`config.mk`:
```
export PLATFORM = sky130hd
export DESIGN_NAME = chroni_vram_arbiter
export DESIGN_NICKNAME = d
export VERILOG_FILES = /design/src/rtl/chroni_vram_arbiter.sv
export SDC_FILE = /design/constraint.sdc
export NUM_CORES = 1
export LEC_CHECK = 0
export ABC_AREA = 1
export CORE_UTILIZATION = 40
export DETAILED_ROUTE_END_ITERATION = 16
export GPL_ROUTABILITY_DRIVEN = 0
export GPL_TIMING_DRIVEN = 1
export MAX_ROUTING_LAYER = met4
export PLACE_DENSITY = 0.76
export SYNTH_ARGS = -nofsm -noshare
export SYNTH_HDL_FRONTEND = slang
export SYNTH_SLANG_ARGS = --single-unit
```
`constraint.sdc`:
```
create_clock -name sys_clk -period 1.2 [get_ports sys_clk]
set_input_delay 0.24 -clock sys_clk [delete_from_list [all_inputs] [get_ports sys_clk]]
set_output_delay 0.24 -clock sys_clk [all_outputs]
set_load 0.03 [all_outputs]
```
`src/rtl/chroni_vram_arbiter.sv`:
```
// -----------------------------------------------------------------------------
// chroni_vram_arbiter
//
// Shares one single-port synchronous VRAM between the video fetch engine and
// the CPU. Exactly one memory access is in flight at a time. Video gets the
// bus while its DMA window is open, otherwise the two requesters alternate.
// A CPU that is kept waiting by video DMA for too long gets a forced slot.
//
// Ports:
//   sys_clk, reset_n        clock, synchronous active-low reset
//   vid_addr/vid_rd_req     video read request (level, held until ack)
//   vid_dma_req             video priority window
//   vid_rd_ack/vid_data     one-cycle ack pulse, read data (held until next)
//   cpu_addr/cpu_rd_req/    CPU read/write request (level, held until ack);
//   cpu_wr_req/cpu_wr_data  read+write together is treated as a write
//   cpu_ack/cpu_rd_data     one-cycle ack pulse, read data (held until next)
//   cpu_wait                CPU request pending and not yet being acked
//   mem_addr/mem_wr_en/     VRAM address, write strobe, write data,
//   mem_wr_data/mem_rd_data read data (valid MEM_LATENCY edges after addr)
//
// Parameters:
//   MEM_LATENCY     VRAM read latency in sys_clk edges, 1..3
//   CPU_STARVE_MAX  CPU-pending cycles under DMA before a forced CPU slot, 1..63
// -----------------------------------------------------------------------------
module chroni_vram_arbiter #(
  parameter int MEM_LATENCY    = 2,
  parameter int CPU_STARVE_MAX = 32
) (
  input  logic        sys_clk,
  input  logic        reset_n,
  input  logic [12:0] vid_addr,
  input  logic        vid_rd_req,
  input  logic        vid_dma_req,
  output logic        vid_rd_ack,
  output logic [7:0]  vid_data,
  input  logic [12:0] cpu_addr,
  input  logic        cpu_rd_req,
  input  logic        cpu_wr_req,
  input  logic [7:0]  cpu_wr_data,
  output logic        cpu_ack,
  output logic [7:0]  cpu_rd_data,
  output logic        cpu_wait,
  output logic [12:0] mem_addr,
  output logic        mem_wr_en,
  output logic [7:0]  mem_wr_data,
  input  logic [7:0]  mem_rd_data
);

  typedef enum logic [2:0] {
    IDLE,
    VID_RD,
    CPU_RD,
    CPU_WR,
    WAIT,
    DONE
  } state_t;

  // Last WAIT count value: data is captured when the counter reaches it.
  localparam logic [1:0] LAT_LAST     = 2'(MEM_LATENCY - 1);
  localparam logic [5:0] STARVE_LIMIT = 6'(CPU_STARVE_MAX);

  state_t      state;
  logic [1:0]  lat_cnt;
  logic        owner_cpu;
  logic        last_cpu;
  logic [5:0]  starve_cnt;

  logic        cpu_pending;
  logic        starve_hit;
  logic        grant_cpu;
  logic        grant_vid;
  logic        cpu_active;

  assign cpu_pending = cpu_rd_req | cpu_wr_req;
  assign starve_hit  = (starve_cnt >= STARVE_LIMIT);

  // Grant order: forced CPU slot, then video inside its DMA window, then
  // round-robin (the side not served last wins a tie).
  assign grant_cpu = (state == IDLE) && cpu_pending &&
                     (starve_hit || !vid_rd_req || (!vid_dma_req && !last_cpu));
  assign grant_vid = (state == IDLE) && vid_rd_req && !grant_cpu;

  // The CPU counts as granted for the whole of its own access, so the
  // starvation counter does not creep up while the CPU is being served.
  assign cpu_active = (state == CPU_RD) || (state == CPU_WR) ||
                      (((state == WAIT) || (state == DONE)) && owner_cpu);

  // cpu_ack is only ever high in DONE for a CPU access, so it marks the one
  // cycle where a pending CPU request is no longer waiting. Gated by reset_n
  // so the output stays low while reset is held.
  assign cpu_wait = reset_n & cpu_pending & ~cpu_ack;

  always_ff @(posedge sys_clk) begin
    if (!reset_n) begin
      state       <= IDLE;
      lat_cnt     <= 2'd0;
      owner_cpu   <= 1'b0;
      last_cpu    <= 1'b1;
      starve_cnt  <= 6'd0;
      vid_rd_ack  <= 1'b0;
      cpu_ack     <= 1'b0;
      vid_data    <= 8'h00;
      cpu_rd_data <= 8'h00;
      mem_addr    <= 13'h0000;
      mem_wr_en   <= 1'b0;
      mem_wr_data <= 8'h00;
    end else begin
      vid_rd_ack <= 1'b0;
      cpu_ack    <= 1'b0;
      mem_wr_en  <= 1'b0;

      // Saturating count of cycles the CPU sits pending behind video DMA.
      if (!cpu_pending || grant_cpu || cpu_active) begin
        starve_cnt <= 6'd0;
      end else if (vid_dma_req && (starve_cnt != 6'h3F)) begin
        starve_cnt <= starve_cnt + 6'd1;
      end

      case (state)
        IDLE: begin
          if (grant_cpu) begin
            mem_addr  <= cpu_addr;
            owner_cpu <= 1'b1;
            last_cpu  <= 1'b1;
            if (cpu_wr_req) begin
              mem_wr_data <= cpu_wr_data;
              mem_wr_en   <= 1'b1;
              state       <= CPU_WR;
            end else begin
              state <= CPU_RD;
            end
          end else if (grant_vid) begin
            mem_addr  <= vid_addr;
            owner_cpu <= 1'b0;
            last_cpu  <= 1'b0;
            state     <= VID_RD;
          end
        end
        VID_RD, CPU_RD: begin
          lat_cnt <= 2'd0;
          state   <= WAIT;
        end
        CPU_WR: begin
          cpu_ack <= 1'b1;
          state   <= DONE;
        end
        WAIT: begin
          if (lat_cnt == LAT_LAST) begin
            if (owner_cpu) begin
              cpu_rd_data <= mem_rd_data;
              cpu_ack     <= 1'b1;
            end else begin
              vid_data   <= mem_rd_data;
              vid_rd_ack <= 1'b1;
            end
            state <= DONE;
          end else begin
            lat_cnt <= lat_cnt + 2'd1;
          end
        end
        // The requester drops its request on the ack edge, so DONE goes back
        // to IDLE without looking at the request lines.
        DONE: begin
          state <= IDLE;
        end
        default: begin
          state <= IDLE;
        end
      endcase
    end
  end

endmodule
```
Word-level counts from Yosys, hierarchy flattened
Index checks and enable logic that the tools add are counted.
{"block": "totals", "reg_bits": 53, "input_bits": 48, "output_inout_bits": 41}
{"block": "op_classes", "addsub": 2, "n_lt_le_gt_ge": 1, "eq_ne": 10, "n_mux": 16, "n_bitwise": 6, "n_reduce_logical": 32}
{"cell": "two-way mux 13 bit", "count": 2}
{"cell": "AND reduction 3 bit", "count": 5}
{"cell": "case mux 3 bit (4 select lines)", "count": 1}
{"cell": "two-way mux 3 bit", "count": 3}
{"cell": "logical AND 1 bit", "count": 7}
{"cell": "logical OR 1 bit", "count": 7}
{"cell": "two-way mux 1 bit", "count": 7}
{"cell": "adder 6 x 1 -> 6 bit, second input constant", "count": 1}
{"cell": "== test 3 x 2 -> 1 bit, second input constant", "count": 2}
{"cell": "== test 3 bit, second input constant", "count": 2}
{"cell": ">= comparator 6 bit, second input constant", "count": 1}
{"cell": "!= test 6 bit, second input constant", "count": 1}
{"cell": "AND reduction 2 bit", "count": 3}
{"cell": "logical NOT 1 bit", "count": 5}
{"cell": "case mux 2 bit (2 select lines)", "count": 1}
{"cell": "nonzero test 2 bit", "count": 2}
{"cell": "OR reduction 2 bit", "count": 2}
{"cell": "== test 3 x 1 -> 1 bit, second input constant", "count": 1}
{"cell": "logical NOT 3 bit", "count": 1}
{"cell": "!= test 3 bit, second input constant", "count": 1}
{"cell": "inverter 1 bit", "count": 3}
{"cell": "adder 2 x 1 -> 2 bit, second input constant", "count": 1}
{"cell": "AND 1 bit", "count": 2}
{"cell": "== test 2 x 1 -> 1 bit, second input constant", "count": 1}
{"cell": "5 further kinds", "count": 5}

Logic depth before layout (Yosys ltp)
Gate-level depths: netlist of run 1.
{"block": "logic_depth", "ltp_word": 9, "mapped_depth": 9, "ltp_nobuf": 8}

Worst setup path after synthesis of run 1
Ideal clock, no wire load.
{"block": "synth_path", "path_kind": "register -> output", "startpoint": "register cpu_ack", "endpoint": "output cpu_wait", "arrival_ns": 1.123, "setup_slack_ns": -0.163, "stages_incl_launch_ff": 2, "cell_sequence": "dfxtp_1 -> nor3_1"}
{"block": "synth_between", "elab_chain_cells": 2}
{"item": "from (decl)", "line_no": "40", "rtl": "output logic cpu_ack,"}
{"item": "from (signal assigned)", "line_no": "101", "rtl": "cpu_ack <= 1'b0;"}
{"item": "from (signal assigned)", "line_no": "109", "rtl": "cpu_ack <= 1'b0;"}
{"item": "from (signal assigned)", "line_no": "144", "rtl": "cpu_ack <= 1'b1;"}
{"item": "inverter 1 bit", "line_no": "91", "rtl": "assign cpu_wait = reset_n & cpu_pending & ~cpu_ack;"}
{"item": "AND 1 bit", "line_no": "91"}
{"item": "to (decl)", "line_no": "42", "rtl": "output logic cpu_wait,"}
No other way between the ends.

Worst setup path after layout of run 1
{"block": "layout_path", "startpoint": "register state[0]", "endpoint": "register mem_addr[8]"}
{"block": "layout_between", "elab_chain_cells": 7, "elab_cells_between_ends": 9, "classes_between": "mux: 1; reduce/logical: 8"}
{"item": "from (decl)", "line_no": "62", "rtl": "state_t state;"}
{"item": "from (signal assigned)", "line_no": "95", "rtl": "state <= IDLE;"}
{"item": "from (signal assigned)", "line_no": "128", "rtl": "state <= CPU_WR;"}
{"item": "from (signal assigned)", "line_no": "130", "rtl": "state <= CPU_RD;"}
{"item": "logical NOT 3 bit *", "line_no": "79, 81, 119"}
{"item": "logical AND 1 bit (2 in series)", "line_no": "79", "rtl": "assign grant_cpu = (state == IDLE) && cpu_pending &&"}
{"item": "logical NOT 1 bit", "line_no": "81", "rtl": "assign grant_vid = (state == IDLE) && vid_rd_req && !grant_cpu;"}
{"item": "logical AND 1 bit", "line_no": "81"}
{"item": "nonzero test 2 bit (no line)"}
{"item": "AND reduction 2 bit (no line)"}
{"item": "to (signal assigned)", "line_no": "122", "rtl": "mem_addr <= cpu_addr;"}
{"item": "to (signal assigned)", "line_no": "133", "rtl": "mem_addr <= vid_addr;"}
{"item": "to (decl)", "line_no": "43", "rtl": "output logic [12:0] mem_addr,"}
Every way passes the cells marked *; elsewhere a longest branch is shown, timed or not.
A chain may end at the register's enable or synchronous reset.

==> impl_results.md, run 1 <==
- Final setup violating endpoints: 38
- Gate Count Post-Synth: ~330
- Relative contribution of the clock network to total power: 13.5%
- Number of different library cells in the post-synthesis netlist: 24
- I/O Buffers: 88
- Final-stage net count: 513
- Clock tree from TritonCTS: built
- Detailed-route wire length per cell: 13.0 um
- Fin area: 4070 um^2
- Critical Path RT: 1.40 ns
- Via count: 2609
- Sequential cell area: 1070 um^2
- Chip width: 80.9 um
- Top fanout value on the critical path: 8
- Area of the core region: between 5000 and 6000 um^2
- Multi-input combinational cell area: 1460 um^2
- Worst-case clock skew: 0.00769 ns
- Overflow after GRT: 0
- Area growth syn-to-layout: 63.2%
- Final number of max-transition violations: 0
- Detail Route Antenna Nets: 0
- Buffer depth of the longest clock path: 2
- Sink count of the clock tree: 53
- Critical Path Sink Type: register
- Slew headroom: 79.7%
- Clock-pin slew on the worst setup and hold paths: 0.10 ns
- Num CTS Buffers: 5
- Wire length after detailed routing: ~7.0 mm
- Share of post-route cells with drive strength above 1: 40.8%
- Period minus WS final: approximately 1.3 ns
- Net switching share of the total power: 42.0%
- Max-cap violation count: 0
- Maximum level of the CTS H-tree: 2
- Die Y-Extent: 80.9 um
- Fill count: slightly below 500
- Area after detailed placement: 3630 um^2
- Achievable frequency: 0.743 GHz
- Mean instance size in the synthesized netlist: between 7 and 8 um^2
- Maximum number of pins on one net before global-route repair: 34
- Leakage power: roughly 1.7 nW
- Post-route core utilization: 68.3%
- Setup repair after global routing missed its margin: true
- DR pass1 iterations: 6
- Arrival @ worst endpoint: about 1.6 ns
- Worst Hold Class: input port to register
- Comb power frac: 56.9%
- Setup CP Type: register to register
- Switching power of the nets: around 3.4 mW
- Syn_nets: 385
- Maximum vdd drop: 0.00125 V
- Transition time at the pin with the least slew margin: 0.304 ns
- Num rows: 28
- Post-layout worst setup margin: -0.147 ns
- Final Hold Violating Endpoints: 0
- Run status: finished, violations left
- GRT Overall Usage: 20.9%
- Mapped Area: 2490 um^2
- Area of the die: 6550 um^2
- Antenna violations before repair: 0
- Clock latency at the later pin of the worst-skew pair: 0.30 ns
- Type of element launching the critical path: register
- Number of remaining DRC errors: 0
- IO Pins: 89
- Vias per cell: around 4.8
- Placed wire-length estimate after detailed placement: 4.73 mm
- Initial standard-cell utilization of the core: 41.8%
- Seq/Total Area, Yosys: 42.6%
- Failing checks: negative setup slack
- Number of global-route vias before repair: 2468
- Post-place setup slack: -0.515 ns
- Period utilization: 112%
- Global-route wire length before repair: 10.6 mm
- Internal portion of total power: 4.67 mW
- Antenna diode instance count: 0
- Sequential power share: between 20% and 30%
- YS warnings: 0
- Number of flip-flops and latches in the synthesized netlist: between 50 and 60
- Root Buffer: clkbuf_8
- PD cells: 1980 nW/um^2
- Iter 0 DRT Violations: 74
-- worst max-delay path: stages, from the launching register on --
cell and delay, ns:
dfxtp_2 0.36, nor2_4 0.11, nand2_2 0.08, nor2_4 0.14, nand2_4 0.11, and2_4 0.17
buf_12 0.14, nor2_4 0.09, nor2_1 0.05
-- cell families after synthesis --
family,count (synthesis),share of synthesized area [%]
AND/OR/NAND/NOR,173,35.9
flip-flops,53,42.6
XOR/XNOR,3,1.05
adder cells (fa/ha/maj),3,1.51
AO/OA/AOI/OAI,52,10.4
buffers and inverters,50,8.49
-- synthesized netlist by cell type (all sizes together) --
| cell | instances | share of area, % |
|---|---|---|
| a21oi | 34 | 6.8 |
| and2 | 1 | 0.35 |
| buf | 11 | 2.6 |
| clkbuf | 5 | 0.75 |
| dfxtp | 53 | 43 |
| ha | 3 | 1.5 |
| inv | 34 | 5.1 |
| nand2 | 77 | 12 |
| nand3 | 24 | 5.2 |
| nand3b | 13 | 3.9 |
| nand4 | 10 | 2.5 |
| nor2 | 44 | 11 |
| nor3 | 3 | 0.60 |
| o21ai | 18 | 3.6 |
| or2 | 1 | 0.25 |
| xnor2 | 1 | 0.35 |
| xor2 | 2 | 0.70 |
-- cells in the final DEF, fill, tap and decap left out --
cell / n
buf_2: 3
nand2_4: 6
ha_1: 2
nor3_1: 2
buf_4: 71
inv_1: 29
nand3_2: 3
dfxtp_2: 6
xnor2_1: 1
or2_1: 1
o21ai_1: 2
a21oi_1: 20
nand3b_1: 13
clkinv_4: 1
inv_2: 5
clkbuf_8: 6
nand3_1: 20
clkdlybuf4s50_1: 42
nand3_4: 1
xor2_1: 2
nand4_1: 10
nand2_1: 50
nor3_4: 1
nand2_2: 21
a21oi_2: 14
and2_4: 1
dlygate4sd2_1: 3
nor2_1: 14
dfxtp_1: 47
ha_4: 1
nor2_2: 11
buf_12: 2
nor2_4: 19
buf_6: 16
inv_6: 1
o21ai_0: 16
-- per-layer routing --
metal / part of all wire, % / global-route usage (%) / vias up
met5: 0 / - / -
met4: 1.3 / 6.25 / 0
met3: 4.3 / 3.82 / 11
met2: 53 / 38.3 / 62
met1: 42 / 22.7 / 1208
li1: - / - / 1328
-- stage by stage --
stage / TNS (ns) / instances / power [mW] / hold WS (ns)
6_report: -2.61 / 538 / 8.05 / 0.435
2_1_floorplan: -0.393 / 334 / 4.91 / 0.378
5_1_grt: -5.99 / 538 / 8.54 / 0.437
3_3_place_gp: -17.82 / 522 / 6.28 / 0.432
4_1_cts: -2.29 / 535 / 7.79 / 0.406
3_5_place_dp: -18.57 / 522 / 6.38 / 0.435
-- power groups by stage --
stage	logic (mW)	clock network (mW)	registers (mW)
2_1_floorplan	2.05	0	2.86
3_3_place_gp	3.91	0	2.37
3_5_place_dp	4.00	0	2.38
4_1_cts	4.33	1.10	2.36
5_1_grt	4.96	1.17	2.41
6_report	4.58	1.09	2.38
-- worst paths after layout --
check                                  from              to  slack, ns  cells past startpoint
worst max-delay path               state[0]     mem_addr[8]      -0.15                      8
worst min-delay path             cpu_wr_req  mem_wr_data[5]       0.43                      4
worst max register to register     state[0]     mem_addr[8]      -0.15                      8
worst min register to register  vid_data[4]     vid_data[4]       0.45                      2
-- final cells by class --
class | instances | area share (%)
inverter | 34 | 3.14
tap | 75 | 2.31
clock buffer | 6 | 2.03
sequential | 53 | 26.3
clock inverter | 2 | 0.431
multi-input combinational | 231 | 35.9
timing repair buffer | 137 | 29.9
-- flip-flops by register name, summed over array words and instances (netlist names) --
register     flops
cpu_ack          1
cpu_rd_data      8
last_cpu         1
lat_cnt          2
mem_addr        13
mem_wr_data      8
mem_wr_en        1
owner_cpu        1
starve_cnt       6
state            3
vid_data         8
vid_rd_ack       1
-- timing repair --
action	CTS	global route
gates resized for setup	48	50
buffers inserted	5	2
pin swaps	5	16
hold buffers	0	0
gates cloned	1	1
endpoints found under the setup margin	46	51
No activity file was read; power rests on OpenSTA's default activity.
==> inputs of run 2 (changes only) <==
SLEW_MARGIN = 10   (was default)
==> results of run 2 <==
Final layout, timing and power as in run 1 (identical DEF).
